--- src/rtl/round_key_store.sv ---
// Round-key store: captures an AES key-expansion stream into local RAM and
// plays it back forward (encrypt) or reversed (decrypt) with a valid/ready handshake.
module round_key_store #(
    parameter int DEPTH = 15
) (
    input  logic         clk,
    input  logic         rst,
    input  logic         in_valid,
    input  logic         in_first_flag,
    input  logic         in_last_flag,
    input  logic [127:0] in_rk,
    input  logic         in_clear,
    input  logic         rd_start,
    input  logic         rd_dir,
    input  logic         rd_ready,
    output logic         rd_valid,
    output logic [127:0] rd_rk,
    output logic         rd_first,
    output logic         rd_last,
    output logic         out_ready,
    output logic         out_busy,
    output logic [3:0]   out_count,
    output logic         out_err
);

    localparam int AW = (DEPTH > 1) ? $clog2(DEPTH) : 1;
    localparam int PW = $clog2(DEPTH + 1);
    localparam logic [PW-1:0] PTR_FULL = PW'(DEPTH);

    typedef enum logic [1:0] {
        EMPTY,
        FILL,
        READY,
        READ
    } state_t;

    state_t state_reg, state_next;

    logic [127:0]  key_mem [DEPTH];
    logic [PW-1:0] wr_ptr_reg, wr_ptr_next;
    logic [PW-1:0] rd_ptr_reg, rd_ptr_next;
    logic [PW-1:0] rd_step, last_idx, wr_addr;
    logic [3:0]    count_reg, count_next;
    logic          err_reg, err_next;
    logic          dir_reg, dir_next;
    logic          valid_reg, valid_next;
    logic          first_reg, first_next;
    logic          last_reg, last_next;
    logic [127:0]  rk_reg;
    logic          wr_en, rk_load;

    assign last_idx = PW'(count_reg - 4'd1);
    assign rd_step  = dir_reg ? (rd_ptr_reg - PW'(1)) : (rd_ptr_reg + PW'(1));

    always_comb begin
        state_next  = state_reg;
        wr_ptr_next = wr_ptr_reg;
        rd_ptr_next = rd_ptr_reg;
        count_next  = count_reg;
        err_next    = err_reg;
        dir_next    = dir_reg;
        valid_next  = valid_reg;
        first_next  = first_reg;
        last_next   = last_reg;
        wr_en       = 1'b0;
        wr_addr     = wr_ptr_reg;
        rk_load     = 1'b0;

        if (in_clear) begin
            state_next  = EMPTY;
            wr_ptr_next = '0;
            rd_ptr_next = '0;
            count_next  = 4'd0;
            err_next    = 1'b0;
            valid_next  = 1'b0;
            first_next  = 1'b0;
            last_next   = 1'b0;
        end else if (in_valid && in_first_flag) begin
            // A new schedule always restarts capture, even mid-playback.
            wr_en       = 1'b1;
            wr_addr     = '0;
            wr_ptr_next = PW'(1);
            err_next    = 1'b0;
            valid_next  = 1'b0;
            first_next  = 1'b0;
            last_next   = 1'b0;
            if (in_last_flag) begin
                count_next = 4'd1;
                state_next = READY;
            end else begin
                count_next = 4'd0;
                state_next = FILL;
            end
        end else begin
            if (in_valid) begin
                if (state_reg == FILL) begin
                    if (wr_ptr_reg == PTR_FULL) begin
                        err_next   = 1'b1;
                        count_next = 4'd0;
                        state_next = EMPTY;
                    end else begin
                        wr_en       = 1'b1;
                        wr_ptr_next = wr_ptr_reg + PW'(1);
                        if (in_last_flag) begin
                            count_next = 4'(wr_ptr_reg) + 4'd1;
                            state_next = READY;
                        end
                    end
                end else begin
                    err_next = 1'b1;
                end
            end

            if (state_reg == READY && rd_start) begin
                state_next  = READ;
                dir_next    = rd_dir;
                rd_ptr_next = rd_dir ? last_idx : '0;
                rk_load     = 1'b1;
                valid_next  = 1'b1;
                first_next  = 1'b1;
                last_next   = (count_reg == 4'd1);
            end else if (state_reg == READ && valid_reg && rd_ready) begin
                if (last_reg) begin
                    state_next = READY;
                    valid_next = 1'b0;
                    first_next = 1'b0;
                    last_next  = 1'b0;
                end else begin
                    rd_ptr_next = rd_step;
                    rk_load     = 1'b1;
                    first_next  = 1'b0;
                    last_next   = dir_reg ? (rd_step == '0) : (rd_step == last_idx);
                end
            end
        end
    end

    always_ff @(posedge clk or negedge rst) begin
        if (!rst) begin
            state_reg  <= EMPTY;
            wr_ptr_reg <= '0;
            rd_ptr_reg <= '0;
            count_reg  <= 4'd0;
            err_reg    <= 1'b0;
            dir_reg    <= 1'b0;
            valid_reg  <= 1'b0;
            first_reg  <= 1'b0;
            last_reg   <= 1'b0;
            rk_reg     <= '0;
        end else begin
            state_reg  <= state_next;
            wr_ptr_reg <= wr_ptr_next;
            rd_ptr_reg <= rd_ptr_next;
            count_reg  <= count_next;
            err_reg    <= err_next;
            dir_reg    <= dir_next;
            valid_reg  <= valid_next;
            first_reg  <= first_next;
            last_reg   <= last_next;
            if (rk_load) begin
                rk_reg <= key_mem[rd_ptr_next[AW-1:0]];
            end
        end
    end

    // Key RAM carries no reset so it maps onto block memory.
    always_ff @(posedge clk) begin
        if (wr_en) begin
            key_mem[wr_addr[AW-1:0]] <= in_rk;
        end
    end

    assign rd_valid  = valid_reg;
    assign rd_rk     = rk_reg;
    assign rd_first  = first_reg;
    assign rd_last   = last_reg;
    assign out_ready = (state_reg == READY) || (state_reg == READ);
    assign out_busy  = (state_reg == FILL);
    assign out_count = count_reg;
    assign out_err   = err_reg;

endmodule

--- config.mk ---
export PLATFORM = sky130hd
export DESIGN_NAME = round_key_store
export DESIGN_NICKNAME = d
export VERILOG_FILES = /design/src/rtl/round_key_store.sv
export SDC_FILE = /design/constraint.sdc
export NUM_CORES = 2
export LEC_CHECK = 0
export BUFFER_PORTS_ARGS = -buffer_cell sky130_fd_sc_hd__buf_4
export CAP_MARGIN = 40
export CORE_MARGIN = 8
export CORE_UTILIZATION = 45
export DETAILED_ROUTE_END_ITERATION = 7
export GPL_ROUTABILITY_DRIVEN = 0
export PLACE_DENSITY_LB_ADDON = 0.2
export SETUP_SLACK_MARGIN = 0.05
export SLEW_MARGIN = 20
export SYNTH_ARGS = -nofsm -noshare
export SYNTH_HDL_FRONTEND = slang
export SYNTH_SLANG_ARGS = --single-unit
--- constraint.sdc ---
create_clock -name clk -period 15.4 [get_ports clk]
set_clock_uncertainty 0.1 [all_clocks]
set_input_delay 0 -clock clk [delete_from_list [all_inputs] [get_ports clk]]
set_output_delay 0 -clock clk [all_outputs]
set_load 0.05 [all_outputs]
==> impl_results.md <==
- Run status: finished clean
- Number of instances in the placed design: 7,915
- Clock latency on the worst-skew pair: 820 ps
- Critical Path Stages: 12
- Clock buffer count from CTS: 208
- Worst-path clk slew: 60 ps
- Proportion of layout cells with a drive suffix above 1: 13.7%
- Netlist cell types: 54
- Cell area after placement: 85,300 sq um
- Share of synthesized area spent on multiplexers: 3.20%
- Pin count of the biggest net entering global routing: 133
- Vias in the first global route: 49,200
- Total of endpoints with negative setup slack in the final report: 0
- Reg2Reg Setup Slack: 9570 ps
- Number of flops mapped to enable cells by yosys: 1,920
- Starting utilization of the core area: 45.1%
- Compound-cell area share of the yosys netlist: 7.18%
- Vertical die dimension: 438 um
- Power density over cell area: 135 nW/um^2
- Site Rows: 155
- Buf/Inv on CP: 5
- Post-Synthesis Cell Area: 80,200 sq um
- Antenna violations before repair: 21
- Final Non-Filler Cells: 8,604
- Average via count per standard cell: 5.74
- Worst-path maximum fanout: 60
- Flip-flop count of the largest register, all copies and words added: 1,920
- I/O Pins: 275
- Upper clock frequency limit: 171 MHz
- Crit path launch type: flip-flop
- Worst setup path category: flip-flop to flip-flop
- Chip Width: 438 um
- Total negative slack: 0 ps
- Port bufs: 274
- Critical register-to-register path startpoint: state_reg[1]$_DFF_PN0_
- Share of synthesized registers carrying an async set or reset: 7.11%
- Via count of the routed design: 49,400
- Maximum buffer depth of the clock tree: 3
- Routed Antenna Nets: 0
- CTS tree: built
- Root cell of the clock tree: sky130_fd_sc_hd__clkbuf_16
- Final count of pins violating max slew: 0
- Core footprint: 178,000 sq um
- Largest family of logic cells by synthesized area: simple AND/OR/NAND/NOR gates
- #FFs+latches synth: 2,067
- Proportion of power drawn by the clock network: 39.5%
- Wire length of the first global-routing pass: 332 mm
- Detail Placement HPWL: 112 mm
- Max capacitance violation total: 0
- R2r endpoint: rd_rk[94]$_DFFE_PN0P_
- Post-CTS Setup Inserts: 0
- Wirelength per Cell: 26.1 um
- Most common library cell in the layout ignoring fill and taps: sky130_fd_sc_hd__edfxtp_1
- Required @ worst endpoint: 16,000 ps
- Relative slew slack: 29.0%
- Most repeated library cell on the critical path: sky130_fd_sc_hd__buf_4
- Total power: 12,900 uW
- Net Count, Synth: 5,680
- Net Sw Power: 3200 uW
- Transition time at the pin with the least slew margin: 1060 ps
- Die outline area: 192,000 sq um
- Number of clock sinks: 2,067
- RSZ-0062 raised after global routing: no
- Arrival time worst endpoint: 6430 ps
- Hold violation total from the final report: 0
- Delay contributed by the slowest stage of the critical path: 810 ps
- Final routed DRC violation total: 0
- Proportion of synthesized chip area in sequential cells: 76.5%
- Number of cells produced by synthesis: 5,536
- Fraction of synthesized cell area in xor and xnor cells: 0.131%
- Final standard cell area without fillers: 95,300 sq um
- Internal power of the cells: 9650 uW
- DRC violation total after the first TritonRoute iteration: 4,887
- Critical Path End Type: flip-flop
- Layout Nets: 6,204
- Sequential power share: 50.2%
- Delay-heaviest family, CP: buffers and inverters
- Area fraction in and, or, nand and nor cells after synthesis: 10.5%
- Crit-path cells: and3b_1 > a22o_1 > o22a_4 > buf_4 > buf_4 > buf_16 > buf_4 > buf_4 > mux2i_1 > o22ai_1 > o32ai_1 > a21oi_1
- FF-to-FF path depth: 12
- Routed wire length: 225 mm
- Dominant register cell in the synthesized netlist: sky130_fd_sc_hd__edfxtp_1
- Crit-path slowest cell: sky130_fd_sc_hd__buf_4
- Syn Area/Cell: 14.5 sq um
- Worst vdd rail ir drop: 0.102 mV
- Area grow syn2layout: 18.8%
- Overall global routing resource usage: 22.9%
- Combinational group share of total power: 10.3%
- Adder-cell area share of the yosys netlist: 0.119%
- Final critical path time including I/O delays and setup: 5830 ps
- Sw Share: 24.9%
- Total congestion overflow after global routing: 0
- Pre-Repair DR Iteration Count: 6
- Count of H-tree levels built during CTS: 4
- Top library cells by usage in the layout, fill and taps aside: 1,920 x sky130_fd_sc_hd__edfxtp_1, 1,164 x sky130_fd_sc_hd__nand2_1, 639 x sky130_fd_sc_hd__nand3_1
- Class of the worst hold path: input pin to flip-flop
- Count of yosys warnings during synthesis: 0
- LEAKAGE: 0.0346 uW
- Crit path capture: rd_rk[94]$_DFFE_PN0P_
- Period Utilization, post-route: 37.9%
- Launching element of the worst setup path: state_reg[1]$_DFF_PN0_
stage by stage:
stage          util, %  setup WS (ps)  hold slack (ps)
6_report          53.6           9570              100
5_1_grt           53.6           9280             77.9
4_1_cts           53.4           9660             4.49
3_5_place_dp      48.0           9660             -123
3_3_place_gp      47.4           9460             -115
2_1_floorplan        -           7410             -396
cells in the mapped netlist, types with 2 or more instances:
cell | number | area share, %
sky130_fd_sc_hd__dfrtp_1 | 147 | 4.6
sky130_fd_sc_hd__ha_1 | 6 | 0.094
sky130_fd_sc_hd__edfxtp_1 | 1920 | 72
sky130_fd_sc_hd__buf_6 | 22 | 0.31
sky130_fd_sc_hd__xnor2_1 | 6 | 0.066
sky130_fd_sc_hd__nand3b_1 | 5 | 0.047
sky130_fd_sc_hd__a211oi_1 | 24 | 0.22
sky130_fd_sc_hd__a21o_1 | 2 | 0.019
sky130_fd_sc_hd__buf_2 | 185 | 1.2
sky130_fd_sc_hd__nand2b_1 | 4 | 0.031
sky130_fd_sc_hd__xor2_1 | 6 | 0.066
sky130_fd_sc_hd__nand4_1 | 5 | 0.039
sky130_fd_sc_hd__mux2i_1 | 256 | 3.2
sky130_fd_sc_hd__o32ai_1 | 128 | 1.4
sky130_fd_sc_hd__nand3_1 | 639 | 4.0
sky130_fd_sc_hd__a21oi_1 | 266 | 1.7
sky130_fd_sc_hd__and2_1 | 2 | 0.016
sky130_fd_sc_hd__nor2_1 | 160 | 0.75
sky130_fd_sc_hd__clkbuf_1 | 148 | 0.69
sky130_fd_sc_hd__a211oi_2 | 104 | 1.6
sky130_fd_sc_hd__o22ai_1 | 129 | 1.0
sky130_fd_sc_hd__o31ai_1 | 3 | 0.028
sky130_fd_sc_hd__nand3_2 | 10 | 0.12
sky130_fd_sc_hd__o21ai_0 | 8 | 0.050
sky130_fd_sc_hd__nor3_1 | 2 | 0.012
sky130_fd_sc_hd__o21ai_1 | 3 | 0.019
sky130_fd_sc_hd__and3_1 | 2 | 0.016
sky130_fd_sc_hd__buf_1 | 14 | 0.066
sky130_fd_sc_hd__nand2_1 | 1165 | 5.5
sky130_fd_sc_hd__buf_4 | 6 | 0.056
sky130_fd_sc_hd__inv_1 | 8 | 0.037
sky130_fd_sc_hd__a31oi_1 | 129 | 1.0
per-layer routing:
layer  global-route usage [%]  up-vias  wire [um]
met5                        0        -         66
met4                     5.60       10       4690
met3                     3.26      305      14000
met2                     37.1     1752     106000
met1                     33.0    25400      99600
li1                         -    22000          -
worst min path at each step:
| stage | depth (start not counted) | end | start |
|---|---|---|---|
| 5_1_grt | 2 | key_mem[7][106]$_DFFE_PP_ | in_rk[106] |
| 3_5_place_dp | 1 | rd_rk[18]$_DFFE_PN0P_ | rst |
| 3_3_place_gp | 1 | rd_rk[22]$_DFFE_PN0P_ | rst |
| 2_1_floorplan | 0 | dir_reg$_DFFE_PN0P_ | rst |
| 6_report | 2 | key_mem[7][106]$_DFFE_PP_ | in_rk[106] |
| 4_1_cts | 2 | key_mem[7][106]$_DFFE_PP_ | in_rk[106] |
logic make-up after synthesis:
family,after synthesis
mux,256
simple gates,2000
compound gates,808
xor+xnor,12
fa+ha+maj,7
flops,2067
buf+inv,386
power groups by stage:
stage          registers [uW]  clock network, uW  logic (uW)
6_report                 6450               5080        1320
5_1_grt                  6460               5350        1400
4_1_cts                  6460               5160        1330
3_5_place_dp             6570                  0        1260
3_3_place_gp             6580                  0        1240
2_1_floorplan            6920                  0         329
final cells by class:
type	count	area, sq um
clock inverter	97	972
timing repair buffer	690	6900
antenna	8	20.0
sequential	2067	61300
multi-input combinational	3083	17200
fill	14400	82500
inverter	10	65.1
tap	2355	2950
clock buffer	294	5900
what timing repair did:
item,CTS,global route
gates resized for setup,0,0
hold buffers,278,0
endpoints found under the hold margin,2062,0
Note: power is estimated with default switching activity, not from simulation.
